### config.mk
export PLATFORM = sky130hd
export DESIGN_NAME = apb_regfile_slave
export DESIGN_NICKNAME = d
export VERILOG_FILES = /design/src/rtl/apb_regfile_slave.sv
export SDC_FILE = /design/constraint.sdc
export NUM_CORES = 1
export LEC_CHECK = 0
export ABC_AREA = 1
export ABC_CLOCK_PERIOD_IN_PS = 35900
export CAP_MARGIN = 20
export CORE_MARGIN = 8
export CORE_UTILIZATION = 68
export CTS_BUF_LIST = sky130_fd_sc_hd__clkbuf_4 sky130_fd_sc_hd__clkbuf_8
export DETAILED_ROUTE_END_ITERATION = 6
export PLACE_DENSITY = 0.91
export SYNTH_ARGS = -nofsm -noshare
export SYNTH_HDL_FRONTEND = slang
export SYNTH_SLANG_ARGS = --single-unit
### constraint.sdc
create_clock -name pclk -period 35.9 [get_ports pclk]
set_input_delay 7.18 -clock pclk [delete_from_list [all_inputs] [get_ports pclk]]
set_output_delay 7.18 -clock pclk [all_outputs]
set_load 0.01 [all_outputs]
### src/rtl/apb_regfile_slave.sv
// APB4 completer with a 16-entry register bank: 14 general registers, a
// saturating error counter (index 14) and a read-only ID (index 15).
// Programmable wait states, byte strobes, privilege checks and pslverr.
module apb_regfile_slave #(
  parameter int unsigned WAIT_STATES = 1,
  parameter int unsigned PRIV_REGS   = 4,
  parameter logic [31:0] ID_VALUE    = 32'hA9B0_0001
) (
  input  logic        pclk,
  input  logic        preset,
  input  logic        psel,
  input  logic        penable,
  input  logic [31:0] paddr,
  input  logic        pwrite,
  input  logic [2:0]  pprot,
  input  logic [31:0] pwdata,
  input  logic [3:0]  pstrb,
  output logic [31:0] prdata,
  output logic        pslverr,
  output logic        pready
);

  typedef enum logic {StIdle, StAccess} state_t;

  state_t      state;
  logic [3:0]  wcnt;
  logic [29:0] cap_addr;
  logic        cap_write;
  logic [31:0] cap_wdata;
  logic [3:0]  cap_strb;
  logic        cap_priv;

  logic [31:0] regs [14];
  logic [7:0]  errcnt;

  logic [3:0]  idx;
  logic        err;
  logic        complete;
  logic [31:0] rsel;

  // Address bits [31:30] are decoded upstream; pprot[2:1] carry no meaning here.
  logic unused_bits;
  assign unused_bits = ^{paddr[31:30], pprot[2:1]};

  assign idx = cap_addr[5:2];

  // Error decode works on the captured request, so late input changes are ignored.
  always_comb begin
    err = 1'b0;
    if (cap_addr[1:0] != 2'b00) err = 1'b1;
    if (cap_addr[29:6] != 24'd0) err = 1'b1;
    if (cap_write && idx == 4'd15) err = 1'b1;
    if (cap_write && (32'(idx) < PRIV_REGS) && !cap_priv) err = 1'b1;
  end

  // Read mux over the register map.
  always_comb begin
    rsel = 32'd0;
    if (idx == 4'd15) begin
      rsel = ID_VALUE;
    end else if (idx == 4'd14) begin
      rsel = {24'd0, errcnt};
    end else begin
      rsel = regs[idx];
    end
  end

  // Completion is decoded from registered state and live psel/penable, no extra stage.
  always_comb begin
    complete = (state == StAccess) && psel && penable && (wcnt == 4'd0);
    pready   = complete;
    pslverr  = complete && err;
    prdata   = (complete && !err && !cap_write) ? rsel : 32'd0;
  end

  // Transfer FSM: capture in setup, count wait states, return to idle on completion or abort.
  always_ff @(posedge pclk or posedge preset) begin
    if (preset) begin
      state     <= StIdle;
      wcnt      <= 4'd0;
      cap_addr  <= 30'd0;
      cap_write <= 1'b0;
      cap_wdata <= 32'd0;
      cap_strb  <= 4'd0;
      cap_priv  <= 1'b0;
    end else begin
      unique case (state)
        StIdle: begin
          if (psel && !penable) begin
            cap_addr  <= paddr[29:0];
            cap_write <= pwrite;
            cap_wdata <= pwdata;
            cap_strb  <= pstrb;
            cap_priv  <= pprot[0];
            wcnt      <= 4'(WAIT_STATES);
            state     <= StAccess;
          end
        end
        StAccess: begin
          if (!psel) begin
            state <= StIdle;
          end else if (penable) begin
            if (wcnt != 4'd0) begin
              wcnt <= wcnt - 4'd1;
            end else begin
              state <= StIdle;
            end
          end
        end
        default: state <= StIdle;
      endcase
    end
  end

  // General registers: byte-strobed commit at the closing edge of an errorless write.
  always_ff @(posedge pclk or posedge preset) begin
    if (preset) begin
      for (int r = 0; r < 14; r++) begin
        regs[r] <= 32'd0;
      end
    end else if (complete && !err && cap_write && idx < 4'd14) begin
      for (int i = 0; i < 4; i++) begin
        if (cap_strb[i]) begin
          regs[idx][8*i +: 8] <= cap_wdata[8*i +: 8];
        end
      end
    end
  end

  // Error counter: saturating increment on errored completions, cleared by any accepted write.
  always_ff @(posedge pclk or posedge preset) begin
    if (preset) begin
      errcnt <= 8'd0;
    end else if (complete) begin
      if (err) begin
        if (errcnt != 8'hFF) errcnt <= errcnt + 8'd1;
      end else if (cap_write && idx == 4'd14) begin
        errcnt <= 8'd0;
      end
    end
  end

endmodule

==> qor.csv <==
stage;metric;value;unit
timing;skew;0.0295;ns
clock_network;cts-root-buf;clkbuf_8;
clock_network;numCtsBuffers;85;
floorplanning;start_util;68.7;%
final_layout;nets;3155;
setup_path;worst-setup-path-type;input pin to primary output;
grt;grt_remaining_overflow;0;
clock_network;cts_resized;0;
pwr;combPwrFrac;13.4;%
timing;slew_viol_final;0;
floorplanning;coreArea;0.0375;mm²
timing;setup_viol;0;
pwr;power;1.40;mW
final_layout;syn2layout_area_growth;10.7;%
final_layout;diodes;0;
detailed_routing;wl_per_cell;21.1;µm
pwr;p_int;0.949;mW
pwr;netSwitchingFraction;32.3;%
pwr;p_switching;0.452;mW
clock_network;htree_levels;3;
synth;yosysMostFrequentCell;nand2_1;
grt;use_met1;43.7;%
floorplanning;die_y;211;µm
pwr;power.density;49.1;mW/mm²
final_layout;layout-drive-gt1-share;8.79;%
detailed_routing;ant_nets;0;
synth;synthesis.area;0.0258;mm²
final_layout;fin_util;76.1;%
job;cap_violations;0;
synth;yosysTopAreaCell;dfrtp_1;
clock_network;clockBufferDepth;3;
clock_network;clk_pin_slew_worst_paths;0.06;ns
setup_path;cp-end-kind;primary output;
timing;fin_crit;16.61;ns
pwr;ir_drop;0.0336;mV
synth;ys_ff_latch;529;
timing;fmax;60.2;MHz
detailed_routing;firstDrtPassIters;6;
synth;synth-warning-count;0;
floorplanning;ioPinCount;110;
pwr;pwr-share-seq;48.2;%
setup_path;cp-start-kind;input pin;
grt;grt_max_degree;215;
synth;synth_area_leaders;dfrtp_1 (51%), nand2_1 (18%), nand4_1 (8.4%), a22oi_1 (5.1%), nand3_1 (3.3%);
pwr;pwr-share-clk;38.5;%
grt;busiest_layer;met2;
clock_network;postCtsSetupBuffers;0;
grt;grtUsageMet2;53.1;%
clock_network;cts_hold_buf;0;
final_layout;final_area;0.0285;mm²
setup_path;required;28.72;ns
floorplanning;die_w;211;µm
floorplanning;design.die.area;0.0444;mm²
timing;rsz0062_at_grt;false;
detailed_routing;wl;77.1;mm
outcome;status;complete, no violations;
place;hpwl;45.0;mm
clock_network;clock-sinks;529;
setup_path;slowest_stage;clkdlybuf4s50_1;
pwr;p_leak;13.6;nW
timing;period_share;46.3;%
synth;synth_top_area_share;51.4;%
synth;synthCells;3108;
detailed_routing;drt-initial-drc-count;3773;
synth;synthTopCellsByCount;nand2_1 (1229), dfrtp_1 (529), nand4_1 (348);
grt;grtUsageTotal;34.2;%
place;finalWeightedCongestion;0.876;
setup_path;path_max_fanout;25;
detailed_routing;vias;24339;
synth;ys_seq_area_share;51.4;%
synth;ys.flop_type;dfrtp_1;
timing;relSlewSlack;24.9;%
clock_network;cts_tree;yes;
synth;syn-num-nets;3186;
floorplanning;row_count;71;
grt;grt_pass1_wl;123;mm
final_layout;stdcell_count;3650;
setup_path;max_stage_delay;0.58;ns
place;port-buffer-count;105;
setup_path;crit_chain;clkdlybuf4s50_1 > inv_1 > nor3_2 > nand3_1 > buf_4 > nor2_1 > clkdlybuf4s50_1;
place;placed_area;0.0266;mm²
synth;ys_types;36;
detailed_routing;drc;0;
place;placedCellCount;3496;
timing;setup_tns;0;ns
grt;grt_pass1_vias;23890;
setup_path;cp_data_arrival_time;9.43;ns
grt;antenna_found_initial;2;
clock_network;clk_latency;0.67;ns
setup_path;crit_path_frequent_cell;clkdlybuf4s50_1;
synth;synth-edff-count;0;
min_path;min_path_type;flip-flop to flip-flop;
grt;use_met3;8.32;%
timing;worst_pin_slew;1.13;ns
synth;avgSynthCellArea;8.29;µm²
timing;finalHoldViolations;0;
detailed_routing;vias_per_cell;6.67;
synth;async_flop_share;100;%
-- worst paths after layout --
path	start	to	slack, ns	depth (start not counted)
min in group asynchronous	preset	cap_wdata[14]	7.09	2
hold / removal	cap_addr[0]	cap_addr[0]	0.46	2
hold reg to reg	cap_addr[0]	cap_addr[0]	0.46	2
max in group asynchronous	preset	cap_strb[3]	25.19	5
setup / recovery	penable	prdata[20]	19.29	7
setup reg to reg	wcnt[0]	regs[141]	31.56	11
-- cells in the final DEF (no fill, tap or decap), types with 3 or more instances in the layout --
cell and count:
a22oi_1 174, nand2_2 3, nor3_1 31, nand3_2 11, nor2_1 58, a21oi_1 51
or2_2 4, o21ai_0 60, clkbuf_4 32, clkdlybuf4s50_1 105, dfrtp_4 3, nand3_1 170
inv_1 20, nand4_1 348, nand2_1 1229, clkinvlp_4 3, clkinv_2 7, o21ai_1 80
buf_4 35, dfrtp_1 525, nand3_4 30, inv_2 12, buf_16 4, nor2_4 16
clkbuf_8 106
-- worst max-delay path, delay by kind of cell --
| kind | cells | cell delay [ns] |
|---|---|---|
| AND/OR/NAND/NOR | 3 | 0.69 |
| buffers and inverters | 4 | 1.54 |
-- per-stage QoR --
stage	worst slack (ns)	hold WS (ns)
after floorplan	13.94	0.434
after global placement	19.46	0.446
after detailed placement	19.33	0.451
after CTS	19.32	0.466
after global routing	19.23	0.485
final	19.29	0.461
-- flip-flops by register name (all words and copies together) (netlist names) --
| register | cells |
|---|---|
| errcnt | 8 |
| cap_addr | 30 |
| cap_write | 1 |
| state | 1 |
| wcnt | 4 |
| regs | 448 |
| cap_wdata | 32 |
| cap_strb | 4 |
| cap_priv | 1 |
-- area by class of cell --
cell class,instances,area (µm²)
inverters,33,131
clock buffers,138,1700
fillers,2458,8960
flip-flops and latches,529,13300
well taps,511,639
multi-input cells,2282,11300
repair buffers,146,1460
clock inverters,11,66.3
-- power by group through the flow --
stage	Combinational (mW)	Clock, mW	Sequential (mW)
finish	0.187	0.539	0.675
global route	0.197	0.564	0.677
detailed placement	0.176	0	0.681
CTS	0.176	0.537	0.671
floorplan	0.144	0	0.640
global placement	0.170	0	0.679
-- per-layer routing --
| metal | routed length [µm] | vias to the layer above |
|---|---|---|
| met2 | 36000 | 1806 |
| met3 | 9400 | 346 |
| li1 | - | 10619 |
| met4 | 3930 | 2 |
| met5 | 31 | - |
| met1 | 27800 | 11566 |
-- cells by family after synthesis --
family | after synthesis | synth area share, %
AOI/OAI and AO/OA | 370 | 8.92
DFF | 529 | 51.4
adders and majority gates | 2 | 0.0971
and+or+nand+nor | 1910 | 34.6
buffers and inverters | 297 | 5.04
Note: power is estimated with default switching activity, not from simulation.
